**config.mk**
```make
export PLATFORM = sky130hd
export DESIGN_NAME = mem_stage_lsu
export DESIGN_NICKNAME = d
export VERILOG_FILES = /design/src/rtl/lsu_pkg.sv /design/src/rtl/lsu_load_align.sv /design/src/rtl/mem_stage_lsu.sv
export SDC_FILE = /design/constraint.sdc
export NUM_CORES = 1
export LEC_CHECK = 0
export BUFFER_PORTS_ARGS = -buffer_cell sky130_fd_sc_hd__buf_4
export CAP_MARGIN = 40
export CORE_ASPECT_RATIO = 0.8
export CORE_MARGIN = 2
export CORE_UTILIZATION = 32
export DETAILED_ROUTE_END_ITERATION = 8
export MAX_ROUTING_LAYER = met4
export PLACE_DENSITY = 0.62
export RECOVER_POWER = 50
export SLEW_MARGIN = 10
export SYNTH_ARGS = -nofsm -noshare
export SYNTH_HDL_FRONTEND = slang
export SYNTH_SLANG_ARGS = --single-unit
```
**constraint.sdc**
```tcl
create_clock -name cpu_clk -period 1.7 [get_ports cpu_clk]
set_clock_uncertainty 0.1 [all_clocks]
set_input_delay 0.17 -clock cpu_clk [delete_from_list [all_inputs] [get_ports cpu_clk]]
set_output_delay 0.17 -clock cpu_clk [all_outputs]
set_load 0.02 [all_outputs]
```
**src/rtl/lsu_pkg.sv**
```systemverilog
// Shared definitions for the MEM-stage load/store unit: funct3 encodings,
// byte-strobe patterns, FSM states and the access-fault rule.
package lsu_pkg;

    localparam logic [2:0] F3_B  = 3'b000;
    localparam logic [2:0] F3_H  = 3'b001;
    localparam logic [2:0] F3_W  = 3'b010;
    localparam logic [2:0] F3_BU = 3'b100;
    localparam logic [2:0] F3_HU = 3'b101;

    localparam logic [3:0] STRB_B = 4'b0001;
    localparam logic [3:0] STRB_H = 4'b0011;
    localparam logic [3:0] STRB_W = 4'b1111;

    typedef enum logic [1:0] {
        LSU_IDLE,
        LSU_REQ,
        LSU_RESP,
        LSU_DONE
    } lsu_state_e;

    // Unsigned variants only exist for loads; anything else is illegal.
    function automatic logic access_fault(input logic       is_load,
                                          input logic [2:0] funct3,
                                          input logic [1:0] offset);
        logic illegal;
        logic misaligned;
        case (funct3)
            F3_B, F3_H, F3_W: illegal = 1'b0;
            F3_BU, F3_HU:     illegal = ~is_load;
            default:          illegal = 1'b1;
        endcase
        misaligned = ((funct3[1:0] == 2'b01) && offset[0]) ||
                     ((funct3[1:0] == 2'b10) && (offset != 2'b00));
        return illegal | misaligned;
    endfunction

endpackage

```
**src/rtl/lsu_load_align.sv**
```systemverilog
// Picks the addressed byte/halfword out of a returned bus word and
// sign- or zero-extends it according to the load's funct3.
module lsu_load_align
    import lsu_pkg::*;
(
    input  logic [31:0] word,
    input  logic [1:0]  offset,
    input  logic [2:0]  funct3,
    output logic [31:0] result
);

    logic [7:0]  byte_sel;
    logic [15:0] half_sel;

    // Halfwords are always naturally aligned by the time they get here.
    always_comb begin
        byte_sel = word[8*offset +: 8];
        half_sel = offset[1] ? word[31:16] : word[15:0];
        case (funct3)
            F3_B:    result = {{24{byte_sel[7]}}, byte_sel};
            F3_BU:   result = {24'b0, byte_sel};
            F3_H:    result = {{16{half_sel[15]}}, half_sel};
            F3_HU:   result = {16'b0, half_sel};
            default: result = word;
        endcase
    end

endmodule

```
**src/rtl/mem_stage_lsu.sv**
```systemverilog
// MEM-stage load/store unit: turns EX/MEM memory ops into req/gnt/rvalid
// bus transactions. Define DMEM_TIMEOUT_EN to add a bus watchdog.
module mem_stage_lsu
    import lsu_pkg::*;
#(
    parameter int DATA_WIDTH      = 32,
    parameter int DATA_ADDR_WIDTH = 32,
    parameter int TIMEOUT_CYCLES  = 256
) (
    input  logic                       cpu_clk,
    input  logic                       cpu_rst_n,
    input  logic                       mem_valid_i,
    input  logic                       mem_read_i,
    input  logic                       mem_write_i,
    input  logic [2:0]                 funct3_i,
    input  logic [DATA_ADDR_WIDTH-1:0] addr_i,
    input  logic [DATA_WIDTH-1:0]      store_data_i,
    output logic                       stall_o,
    output logic [DATA_WIDTH-1:0]      load_data_o,
    output logic                       access_fault_o,
    output logic                       bus_err_o,
    output logic                       dmem_req_o,
    output logic                       dmem_we_o,
    output logic [DATA_ADDR_WIDTH-1:0] dmem_addr_o,
    output logic [DATA_WIDTH-1:0]      dmem_wdata_o,
    output logic [3:0]                 dmem_wstrb_o,
    input  logic                       dmem_gnt_i,
    input  logic                       dmem_rvalid_i,
    input  logic [DATA_WIDTH-1:0]      dmem_rdata_i
);

    lsu_state_e            state;
    logic                  op;
    logic                  fault;
    logic                  idle_fault;
    logic                  start;
    logic                  complete;
    logic                  timeout;
    logic                  expire;
    logic                  lat_load;
    logic [2:0]            lat_funct3;
    logic [1:0]            lat_offset;
    logic [DATA_WIDTH-1:0] load_q;
    logic [DATA_WIDTH-1:0] aligned;
    logic [DATA_WIDTH-1:0] lane_data;
    logic [3:0]            lane_strb;

    assign op         = mem_valid_i & (mem_read_i | mem_write_i);
    assign fault      = access_fault(mem_read_i, funct3_i, addr_i[1:0]);
    assign idle_fault = (state == LSU_IDLE) & op & fault;
    assign start      = (state == LSU_IDLE) & op & ~fault;

    assign stall_o        = start | (state == LSU_REQ) | (state == LSU_RESP);
    assign access_fault_o = idle_fault;
    assign load_data_o    = idle_fault ? '0 : load_q;

    // A load granted together with rvalid finishes straight from REQ.
    assign complete = ((state == LSU_REQ) & dmem_gnt_i & (~lat_load | dmem_rvalid_i)) |
                      ((state == LSU_RESP) & dmem_rvalid_i);
    assign expire   = timeout & ~complete;

    always_comb begin
        lane_data = store_data_i;
        lane_strb = STRB_W;
        case (funct3_i[1:0])
            2'b00: begin
                lane_data = {4{store_data_i[7:0]}};
                lane_strb = STRB_B << addr_i[1:0];
            end
            2'b01: begin
                lane_data = {2{store_data_i[15:0]}};
                lane_strb = STRB_H << addr_i[1:0];
            end
            default: begin
                lane_data = store_data_i;
                lane_strb = STRB_W;
            end
        endcase
    end

    lsu_load_align u_align (
        .word   (dmem_rdata_i),
        .offset (lat_offset),
        .funct3 (lat_funct3),
        .result (aligned)
    );

`ifdef DMEM_TIMEOUT_EN
    localparam int CNT_W = (TIMEOUT_CYCLES > 2) ? $clog2(TIMEOUT_CYCLES) : 1;

    logic [CNT_W-1:0] wait_cnt;
    logic             bus_err_q;

    assign timeout   = (state == LSU_REQ || state == LSU_RESP) &&
                       (wait_cnt == CNT_W'(TIMEOUT_CYCLES - 1));
    assign bus_err_o = bus_err_q;

    // bus_err is only ever high during the DONE cycle a timeout leads into.
    always_ff @(posedge cpu_clk or negedge cpu_rst_n) begin
        if (!cpu_rst_n) begin
            wait_cnt  <= '0;
            bus_err_q <= 1'b0;
        end else begin
            if (start)
                wait_cnt <= '0;
            else if (state == LSU_REQ || state == LSU_RESP)
                wait_cnt <= wait_cnt + 1'b1;
            bus_err_q <= expire;
        end
    end
`else
    assign timeout   = 1'b0;
    assign bus_err_o = 1'b0;
`endif

    always_ff @(posedge cpu_clk or negedge cpu_rst_n) begin
        if (!cpu_rst_n) begin
            state        <= LSU_IDLE;
            dmem_req_o   <= 1'b0;
            dmem_we_o    <= 1'b0;
            dmem_addr_o  <= '0;
            dmem_wdata_o <= '0;
            dmem_wstrb_o <= '0;
            load_q       <= '0;
            lat_load     <= 1'b0;
            lat_funct3   <= '0;
            lat_offset   <= '0;
        end else begin
            case (state)
                LSU_IDLE: begin
                    if (start) begin
                        state        <= LSU_REQ;
                        dmem_req_o   <= 1'b1;
                        dmem_we_o    <= ~mem_read_i;
                        dmem_addr_o  <= {addr_i[DATA_ADDR_WIDTH-1:2], 2'b00};
                        dmem_wdata_o <= mem_read_i ? '0 : lane_data;
                        dmem_wstrb_o <= mem_read_i ? 4'b0000 : lane_strb;
                        lat_load     <= mem_read_i;
                        lat_funct3   <= funct3_i;
                        lat_offset   <= addr_i[1:0];
                    end
                end
                LSU_REQ: begin
                    if (complete || expire) begin
                        state      <= LSU_DONE;
                        dmem_req_o <= 1'b0;
                    end else if (dmem_gnt_i) begin
                        state      <= LSU_RESP;
                        dmem_req_o <= 1'b0;
                    end
                end
                LSU_RESP: begin
                    if (complete || expire)
                        state <= LSU_DONE;
                end
                LSU_DONE: begin
                    state <= LSU_IDLE;
                end
                default: begin
                    state      <= LSU_IDLE;
                    dmem_req_o <= 1'b0;
                end
            endcase

            if (complete && lat_load)
                load_q <= aligned;
            else if (expire)
                load_q <= '0;
        end
    end

endmodule

```
==> metrics.csv, run 1 <==
stage;metric;value;unit
status;status;finished with violations;
status;violations;setup timing;
pwr;seq_power_share;29.0;%
setup_path;crit_path_cell_trace;inv_2 -> ha_4 -> o211a_4 -> o311ai_4 -> buf_12 -> and2_1 -> buf_4;
placement;hpwl;11900;um
setup_path;cp.arrival;1.78;ns
synthesis;ys.flop_type;dfrtp_1;
synthesis;yosys.cell_types.count;42;
synthesis;synth_top_area_share;50.1;%
timing;finalSetupViolCount;125;
pwr;clockPowerShare;13.9;%
timing;hold_violations;0;
pwr;power.leakage;4.53;nW
routing;wl_per_cell;16.5;um
timing;fin_ws;-0.351;ns
setup_path;endpoint_kind;output port;
placement;gp_congestion;0.799;
synthesis;async_reset_ff_share;100;%
final_layout;syn2layout_area_growth;72.9;%
pwr;switchingPower;6.58;mW
pwr;combinationalPowerShare;57.0;%
timing;period_needed;2.05;ns
global_routing;antenna_found_initial;0;
synthesis;seq_area_frac_synth;50.1;%
die;core;16500;um^2
clock_tree;cts_tree;yes;
synthesis;synth.avg_cell_area;8.60;um^2
routing;dr.pass1.iters;5;
synthesis;yosysMostFrequentCell;nand2_1;
timing;slew-limit-headroom;31.4;%
timing;fin_crit_sh;121;%
setup_path;cp_max_fo;33;
die;start_util;32.7;%
timing;worst_pin_slew;1.03;ns
setup_path;worst_path_largest_cell_delay;0.39;ns
clock_tree;cts-htree-levels;3;
clock_tree;cts_sinks;108;
die;die_h;120;um
global_routing;gr-total-overflow;0;
setup_path;startpoint_type;flop;
routing;vias;5654;
final_layout;n_fill_cell;1519;
timing;finalMaxSlewViolations;0;
timing;max_freq;0.487;GHz
synthesis;ys.warnings.count;0;
setup_path;path_delay_family;buffers and inverters;
die;die_w;149;um
routing;vias_per_cell;4.90;
worst_hold_path;hp-class;in -> reg;
final_layout;layout-drive-gt1-share;40.2;%
pwr;total_power;16.0;mW
job;cap_violations;0;
placement;portBuffers;207;
pwr;power.density;1710;nW/um^2
global_routing;grt_max_degree;47;
die;die_area;17900;um^2
setup_path;worstSetupPathType;reg -> out;
clock_tree;numCtsBuffers;9;
final_layout;final_nets;1039;
setup_path;crit_slowest_cell;dfrtp_1;
final_layout;diodes;0;
synthesis;synth_area;5390;um^2
global_routing;grt_pass1_vias;5364;
pwr;netSwitchingFraction;41.2;%
setup_path;crit_buf_inv;3;
clock_tree;insertion_delay;0.36;ns
clock_tree;clk_pin_slew;0.08;ns
placement;placed_cell_area;7480;um^2
synthesis;synthCells;627;
global_routing;grt_first_pass_wirelength;27700;um
synthesis;ys_ff_latch;108;
die;rows;42;
synthesis;synth_edf_count;0;
routing;drc_errors;0;
synthesis;ys_top_cells_by_count;201 x nand2_1, 108 x dfrtp_1, 38 x nor2_1;
synthesis;yosysTopAreaCell;dfrtp_1;
pwr;ir_drop;0.861;mV
routing;drt-initial-drc-count;331;
final_layout;finalInstanceArea;9320;um^2
timing;rsz0062_at_grt;yes;
routing;ant_nets;0;
synthesis;synthTopCellsByArea;dfrtp_1 50%, nand2_1 14%, mux2i_1 4.5%, o31ai_1 4.0%, and2_1 3.9%;
pwr;p_int;9.38;mW
die;io_pins;211;
global_routing;grtUsageTotal;20.2;%
clock_tree;cts-root-buf;clkbuf_16;
routing;routed_wl;19000;um
clock_tree;clockBufferDepth;2;
setup_path;required;1.43;ns
==> flip-flops by register name, summed over array words and instances, names as in the netlist <==
name          flops
dmem_wdata_o     32
lat_offset        2
load_q           32
dmem_addr_o      30
dmem_wstrb_o      4
state             2
dmem_we_o         1
lat_funct3        3
lat_load          1
dmem_req_o        1
==> per-stage QoR <==
| step | cells | hold slack (ns) | setup slack (ns) | util [%] | TNS, ns |
|---|---|---|---|---|---|
| floorplan | 629 | -0.226 | -0.00699 | - | -0.140 |
| finish | 1155 | 0.0241 | -0.351 | 56.5 | -18.74 |
| detailed placement | 1055 | -0.0331 | -0.169 | 45.3 | -11.19 |
| global placement | 1055 | -0.0389 | -0.127 | 45.3 | -7.17 |
| global route | 1155 | 0.0331 | -0.433 | 56.5 | -33.49 |
| CTS | 1136 | 0.0177 | -0.370 | 52.8 | -13.81 |
==> path summary, 6_finish.rpt <==
kind	from	to	slack [ns]	depth (start not counted)
max	state[1]	load_data_o[21]	-0.35	7
min	dmem_rdata_i[5]	load_q[5]	0.02	3
min in group asynchronous	cpu_rst_n	load_q[26]	0.42	2
max reg2reg	state[0]	state[1]	-0.25	10
max in group asynchronous	cpu_rst_n	dmem_we_o	0.07	3
min reg2reg	dmem_addr_o[23]	dmem_addr_o[23]	0.38	2
==> worst reg2reg max path, delay by kind of cell, from the launching register on <==
| family | cells | cell delay, ns |
|---|---|---|
| flip-flops | 1 | 0.39 |
| AO/OA/AOI/OAI | 2 | 0.28 |
| adder cells (fa/ha/maj) | 1 | 0.12 |
| buffers and inverters | 4 | 0.42 |
| AND/OR/NAND/NOR | 2 | 0.21 |
| multiplexers | 1 | 0.31 |
==> power groups by stage <==
stage	clock network, mW	logic, mW	registers, mW
after detailed placement	0	7.37	4.60
after global routing	2.38	9.79	4.79
after CTS	2.29	8.27	4.59
final	2.22	9.10	4.63
after global placement	0	7.25	4.62
after floorplan	0	3.23	5.35
==> cell usage in the layout (no fill, tap or decap), types with 4 or more instances in the layout <==
cell and count:
nand2_1 191, dfrtp_1 108, and2_4 4, inv_1 12, o31ai_2 9, buf_6 43, buf_12 8, nor3_1 7
nand2_2 9, mux2i_1 24, o21ai_0 10, a31oi_1 7, nor2_2 5, a21oi_2 12, o21ai_1 15, a21o_1 5
o22ai_1 7, clkbuf_16 17, a21oi_1 16, dlygate4sd3_1 56, o31ai_1 20, buf_8 5, o21ai_2 6, nor2_1 31
and2_1 30, nand2b_1 9, buf_4 212
==> cell families (layout without fill, tap and decap cells) <==
family | Yosys count | after routing | share of synthesized area (%)
simple gates | 302 | 303 | 23.9
compound gates | 125 | 125 | 14.7
flops | 108 | 108 | 50.1
buf+inv | 61 | 366 | 5.22
mux | 27 | 27 | 5.29
fa+ha+maj | 3 | 3 | 0.696
other cells | 1 | 3 | 0.0695
==> metal layers <==
layer  routed length (um)  GRT usage (%)  vias up  share of wire (%)
met5                    0              -        -                  0
met2                 8840           30.6      218                 46
met1                 8560           27.6     2721                 45
li1                     -              -     2702                  -
met4                  212           3.87        0                1.1
met3                 1410           5.10       13                7.4
==> layout make-up <==
class	count	area (um^2)	area share [%]
Clock buffer	11	243	2.60
Clock inverter	5	66.3	0.711
Inverter	15	61.3	0.658
Multi-Input combinational cell	461	2860	30.7
Sequential cell	108	2700	29.0
Tap cell	220	275	2.95
Timing Repair Buffer	335	3120	33.4
==> repair_timing <==
action / in CTS / in global routing
hold endpoints to repair: 163 / 0
resized for setup: 64 / 91
buffers inserted: 8 / 10
hold buffers: 56 / 0
pin swaps: 3 / 9
setup endpoints to repair: 99 / 127
gates cloned: 1 / 13
Power figures use the tool's default switching activity.
==> run 2: changes to the inputs <==
Settings changed: PLACE_DENSITY 0.62 to 0.68.
==> metrics.csv, run 2 (synthesis results as in run 1) <==
stage;metric;value;unit;change
status;status;finished with violations;;unchanged
status;violations;setup timing;;unchanged
clock_tree;clk_pin_slew;0.07;ns;was 0.08 ns
clock_tree;cts-root-buf;clkbuf_16;;unchanged
final_layout;reg.largest.list;dmem_wdata_o x32, load_q x32, dmem_addr_o x30;;unchanged
die;io_pins;211;;unchanged
final_layout;layout-drive-gt1-share;40.7;%;was 40.2%
routing;ant_nets;0;;unchanged
final_layout;syn2layout_area_growth;71.8;%;was 72.9%
setup_path;worstSetupEndpoint;load_data_o[12];;was load_data_o[21]
setup_path;cp.arrival;1.77;ns;was 1.78 ns
die;rows;42;;unchanged
timing;period_needed;2.04;ns;was 2.05 ns
timing;fin_crit_sh;120;%;was 121%
setup_path;timing.critical_path.from;state[1];;unchanged
final_layout;mostFrequentLayoutCells;206 x buf_4, 187 x nand2_1, 108 x dfrtp_1;;was 212 x buf_4, 191 x nand2_1, 108 x dfrtp_1
timing;max_freq;0.490;GHz;was 0.487 GHz
global_routing;grt_first_pass_wirelength;27400;um;was 27,700 um
timing;worst_pin_slew;0.806;ns;was 1.03 ns
setup_path;reg2reg_to;state[1];;unchanged
placement;placedCellCount;1050;;was 1,055
die;die_w;149;um;unchanged
routing;vias;5535;;was 5,654
setup_path;endpoint_kind;output port;;unchanged
worst_hold_path;hp-class;in -> reg;;unchanged
timing;fin_ws;-0.340;ns;was -0.351 ns
timing;setup-tns-final;-11.67;ns;was -18.74 ns
placement;portBuffers;207;;unchanged
setup_path;reg2reg_from;state[0];;unchanged
pwr;power.leakage;4.49;nW;was 4.53 nW
timing;rsz0062_at_grt;yes;;unchanged
final_layout;fin_cells;1143;;was 1,155
timing;hold_violations;0;;unchanged
die;core;16500;um^2;unchanged
routing;vias_per_cell;4.84;;was 4.90
clock_tree;cts_sinks;108;;unchanged
die;die_area;17900;um^2;unchanged
global_routing;grt_pass1_vias;5193;;was 5,364
die;start_util;32.7;%;unchanged
placement;pre_cts_ws;-0.119;ns;was -0.169 ns
timing;hold_slack;0.0249;ns;was 0.0241 ns
setup_path;startpoint_type;flop;;unchanged
final_layout;diodes;0;;unchanged
setup_path;reg2reg_setup_slack;-0.17;ns;was -0.25 ns
routing;routed_wl;18600;um;was 19,000 um
die;die_h;120;um;unchanged
clock_tree;cts_tree;yes;;unchanged
setup_path;reg2regPathDepth;10;;unchanged
clock_tree;insertion_delay;0.35;ns;was 0.36 ns
routing;drt-initial-drc-count;285;;was 331
global_routing;antenna_found_initial;0;;unchanged
global_routing;grtUsageTotal;20.2;%;about the same
placement;hpwl;11900;um;about the same
final_layout;final_nets;1028;;was 1,039
timing;finalMaxSlewViolations;0;;unchanged
routing;wl_per_cell;16.3;um;was 16.5 um
pwr;total_power;16.3;mW;was 16.0 mW
placement;gp_congestion;0.846;;was 0.799
job;cap_violations;0;;unchanged
global_routing;gr-total-overflow;0;;unchanged
clock_tree;clockBufferDepth;2;;unchanged
pwr;ir_drop;0.823;mV;was 0.861 mV
routing;dr.pass1.iters;4;;was 5
pwr;power.density;1750;nW/um^2;was 1710 nW/um^2
routing;drc_errors;0;;unchanged
timing;finalSetupViolCount;57;;was 125
setup_path;worstSetupPathType;reg -> out;;unchanged
setup_path;cp_max_fo;33;;unchanged
setup_path;required;1.43;ns;about the same
timing;slew-limit-headroom;46.3;%;was 31.4%
worst_hold_path;hold_start;dmem_rdata_i[2];;was dmem_rdata_i[5]
clock_tree;cts-htree-levels;3;;unchanged
final_layout;final_common_cell;buf_4;;unchanged
global_routing;grt_max_degree;76;;was 47
clock_tree;numCtsBuffers;9;;unchanged
run 2: worst min-delay path by stage:
| stage | end | slack [ns] | cells past startpoint |
|---|---|---|---|
| floorplan | dmem_addr_o[10] | -0.23 | 0 |
| detailed placement | load_q[4] | -0.10 | 1 |
| finish | load_q[2] | 0.02 | 3 |
| global placement | load_q[4] | -0.10 | 1 |
| CTS | load_q[27] | 0.0002 | 3 |
| global route | load_q[2] | 0.006 | 3 |
run 2: critical path, stage by stage, from the launching register on:
cell and delay (ns):
dfrtp_1 0.40, inv_2 0.09, ha_4 0.13, o211a_4 0.17, o311ai_4 0.10, buf_12 0.17
and2_1 0.18, buf_4 0.16
run 2: per-layer routing:
| layer | up-vias | track usage [%] | share of wire (%) |
|---|---|---|---|
| met1 | 2653 | 27.0 | 45 |
| met2 | 198 | 30.8 | 47 |
| met3 | 15 | 4.98 | 7.0 |
| met5 | - | - | 0 |
| li1 | 2669 | - | - |
| met4 | 0 | 5.12 | 0.96 |
run 2: per-stage QoR:
| stage | util (%) | cell area, um^2 |
|---|---|---|
| after floorplan | - | 5420 |
| after global placement | 45.1 | 7440 |
| after detailed placement | 45.1 | 7440 |
| after CTS | 53.1 | 8760 |
| after global routing | 56.2 | 9270 |
| final | 56.2 | 9270 |
run 2: area by class of cell:
cell class                 instances  area [um^2]
fill                            1503         7230
timing repair buffer             325         2970
multi-input combinational        460         2930
sequential                       108         2700
tap                              220          275
clock buffer                       9          225
clock inverter                     6          113
inverter                          15         58.8
run 2: where the power goes:
group	total (mW)	internal (mW)	switching, mW
registers	4.65	3.80	0.856
clock network	2.43	1.44	0.996
logic	9.17	4.39	4.78
run 2: timing repair:
item                       in CTS  in global routing
pin swaps                       6                 23
buffers inserted                6                  9
hold endpoints to repair      164                  0
hold buffers                   57                  0
setup endpoints to repair      61                 72
gates resized for setup        79                 89
cloned                          1                  7
==> run 3: changes to the inputs <==
Settings changed: ABC_AREA from default to 1, CAP_MARGIN 40 to 20, PLACE_DENSITY 0.68 to 0.67, SLEW_MARGIN 10 to default.
==> metrics.csv, run 3 <==
stage;metric;value;unit;change
die;die_area;18100;um^2;was 17,900 um^2
job;cap_violations;0;;unchanged
timing;hold_violations;0;;unchanged
die;rows;42;;unchanged
status;status;finished with violations;;unchanged
die;die_w;150;um;was 149 um
setup_path;crit_slowest_cell;dfrtp_1;;unchanged
final_layout;mostFrequentLayoutCells;257 x nand2_1, 212 x buf_4, 108 x dfrtp_1;;was 206 x buf_4, 187 x nand2_1, 108 x dfrtp_1
routing;vias_per_cell;4.78;;was 4.84
timing;fin_crit_sh;123;%;was 120%
timing;slew-limit-headroom;29.9;%;was 46.3%
synthesis;yosys.cell_types.count;29;;was 42
status;violations;setup timing;;unchanged
clock_tree;numCtsBuffers;9;;unchanged
final_layout;final_nets;1142;;was 1,028
global_routing;grt_max_degree;109;;was 76
worst_hold_path;hold_path_depth;3;;unchanged
timing;rsz0062_at_grt;yes;;unchanged
setup_path;reg2regPathDepth;10;;unchanged
routing;routed_wl;19800;um;was 18,600 um
timing;worst_pin_slew;1.05;ns;was 0.806 ns
synthesis;ys_ff_latch;108;;unchanged
synthesis;synthTopCellsByArea;dfrtp_1 50%, nand2_1 19%, nor2_1 7.4%, inv_1 4.3%, o21ai_0 3.5%;;was dfrtp_1 50%, nand2_1 14%, mux2i_1 4.5%, o31ai_1 4.0%, and2_1 3.9%
die;io_pins;211;;unchanged
global_routing;grt_pass1_vias;5829;;was 5,193
timing;max_freq;0.477;GHz;was 0.490 GHz
timing;period_needed;2.10;ns;was 2.04 ns
synthesis;synth.avg_cell_area;7.35;um^2;was 8.60 um^2
routing;drt-initial-drc-count;359;;was 285
clock_tree;clockBufferDepth;2;;unchanged
pwr;total_power;15.8;mW;was 16.3 mW
pwr;ir_drop;0.895;mV;was 0.823 mV
global_routing;grtUsageTotal;21.7;%;was 20.2%
routing;wl_per_cell;15.7;um;was 16.3 um
setup_path;startpoint_type;flop;;unchanged
placement;portBuffers;207;;unchanged
setup_path;reg2reg_from;state[0];;unchanged
placement;gp_congestion;0.844;;was 0.846
global_routing;gr-total-overflow;0;;unchanged
synthesis;seq_area_frac_synth;49.6;%;was 50.1%
setup_path;worstSetupPathType;reg -> out;;unchanged
synthesis;synth_top_area_share;49.6;%;was 50.1%
global_routing;grt_first_pass_wirelength;29600;um;was 27,400 um
synthesis;synthCells;741;;was 627
setup_path;worst_path_largest_cell_delay;0.39;ns;was 0.40 ns
die;die_h;121;um;was 120 um
synthesis;yosysMostFrequentCell;nand2_1;;unchanged
clock_tree;cts-root-buf;clkbuf_16;;unchanged
clock_tree;cts-htree-levels;3;;unchanged
routing;dr.pass1.iters;5;;was 4
synthesis;ys_top_cells_by_count;271 x nand2_1, 108 x dfrtp_1, 108 x nor2_1;;was 201 x nand2_1, 108 x dfrtp_1, 38 x nor2_1
placement;hpwl;12500;um;was 11,900 um
synthesis;synth_area;5450;um^2;was 5390 um^2
synthesis;synth_edf_count;0;;unchanged
placement;placedCellCount;1166;;was 1,050
worst_hold_path;hold_path_end;dmem_wdata_o[8];;was load_q[2]
global_routing;antenna_found_initial;0;;unchanged
final_layout;utilization;55.2;%;was 56.2%
timing;finalMaxSlewViolations;0;;unchanged
clock_tree;insertion_delay;0.36;ns;was 0.35 ns
synthesis;async_reset_ff_share;100;%;unchanged
setup_path;reg2reg_to;state[1];;unchanged
routing;drc_errors;0;;unchanged
routing;vias;6019;;was 5,535
synthesis;ys.flop_type;dfrtp_1;;unchanged
setup_path;reg2reg_setup_slack;-0.18;ns;was -0.17 ns
setup_path;cp.arrival;1.83;ns;was 1.77 ns
setup_path;crit_path_cell_trace;inv_2 -> ha_4 -> nand2_4 -> nor2_4 -> inv_2 -> a21oi_4 -> buf_12 -> buf_12 -> nor2_1 -> buf_4;;was inv_2 -> ha_4 -> o211a_4 -> o311ai_4 -> buf_12 -> and2_1 -> buf_4
clock_tree;cts_sinks;108;;unchanged
die;core;16600;um^2;was 16,500 um^2
setup_path;required;1.43;ns;about the same
final_layout;reg.largest.list;dmem_wdata_o x32, load_q x32, dmem_addr_o x30;;unchanged
final_layout;fin_cells;1258;;was 1,143
final_layout;syn2layout_area_growth;68.4;%;was 71.8%
routing;ant_nets;0;;unchanged
final_layout;layout-drive-gt1-share;35.7;%;was 40.7%
clock_tree;cts_tree;yes;;unchanged
final_layout;final_common_cell;nand2_1;;was buf_4
pwr;power.leakage;4.70;nW;was 4.49 nW
final_layout;diodes;0;;unchanged
pwr;power.density;1730;nW/um^2;was 1750 nW/um^2
worst_hold_path;hold_start;store_data_i[8];;was dmem_rdata_i[2]
setup_path;cp_max_fo;6;;was 33
synthesis;yosysTopAreaCell;dfrtp_1;;unchanged
timing;fin_ws;-0.399;ns;was -0.340 ns
die;start_util;32.8;%;was 32.7%
worst_hold_path;hp-class;in -> reg;;unchanged
setup_path;endpoint_kind;output port;;unchanged
synthesis;ys.warnings.count;0;;unchanged
timing;finalSetupViolCount;110;;was 57
clock_tree;clk_pin_slew;0.08;ns;was 0.07 ns
run 3: cell count changes after synthesis, moves of 10 or more:
cell / change
o31ai_1: -29
and2_1: -34
inv_1: +47
clkbuf_1: -16
nand2_1: +70
o211ai_1: +10
o21ai_0: +17
nor2_1: +70
o21ai_1: +18
mux2i_1: -24
nand3_1: +19
run 3: area by class of cell:
cell class | count | area [um^2]
timing repair buffer | 313 | 2960
clock buffer | 10 | 239
fill | 1526 | 7440
sequential | 108 | 2700
timing repair inverter | 2 | 15.0
tap | 220 | 275
inverter | 70 | 290
multi-input combinational | 529 | 2630
clock inverter | 6 | 62.6
run 3: cells by family after synthesis:
| kind of cell | count (synthesis) | share of synthesized area [%] |
|---|---|---|
| flops | 108 | 49.6 |
| fa+ha+maj | 3 | 0.689 |
| buf+inv | 106 | 8.43 |
| other cells | 1 | 0.0689 |
| simple gates | 416 | 30.3 |
| compound gates | 107 | 10.9 |
run 3: how the worst max path moves through the flow:
stage | startpoint | end | slack [ns]
floorplan | state[0] | stall_o | 0.008
global placement | state[0] | dmem_wdata_o[30] | -0.03
detailed placement | state[1] | dmem_wdata_o[30] | -0.11
CTS | state[0] | load_data_o[3] | -0.40
global route | state[0] | load_data_o[22] | -0.47
finish | state[1] | load_data_o[1] | -0.40
run 3: critical path, delay by kind of cell, from the launching register on:
family          cells  cell delay [ns]
fa+ha+maj           1             0.16
flops               1             0.39
compound gates      1             0.14
buf+inv             5             0.58
simple gates        3             0.19
run 3: metrics by stage:
step | setup TNS (ns) | hold WS, ns | worst slack, ns | area [um^2]
6_report | -20.27 | 0.0139 | -0.399 | 9170
5_1_grt | -31.94 | 0.00598 | -0.465 | 9170
4_1_cts | -15.19 | 0.00217 | -0.401 | 8690
3_5_place_dp | -3.92 | 0.201 | -0.106 | 7450
3_3_place_gp | -0.721 | 0.200 | -0.0305 | 7450
2_1_floorplan | 0 | -0.226 | 0.00844 | 5490
run 3: what timing repair did:
action	4_1_cts	5_1_grt
gates resized for setup	81	69
pin swaps	16	16
gates cloned	5	10
buffers inserted	7	8
endpoints found under the hold margin	155	0
hold buffers	48	0
endpoints found under the setup margin	68	142
run 3: routing by layer:
layer  share of wire (%)  track usage (%)  vias up
met5                   0                -        -
met4                 2.5             6.19        0
met3                 9.6             6.75       43
met2                  46             33.2      269
met1                  41             27.8     2814
li1                    -                -     2893
run 3: where the power goes:
group          internal [mW]  total [mW]  switching (mW)
combinational           4.13        9.12            4.99
clock                   1.09        2.20            1.11
sequential              3.76        4.52           0.761
total                   8.97        15.8            6.86
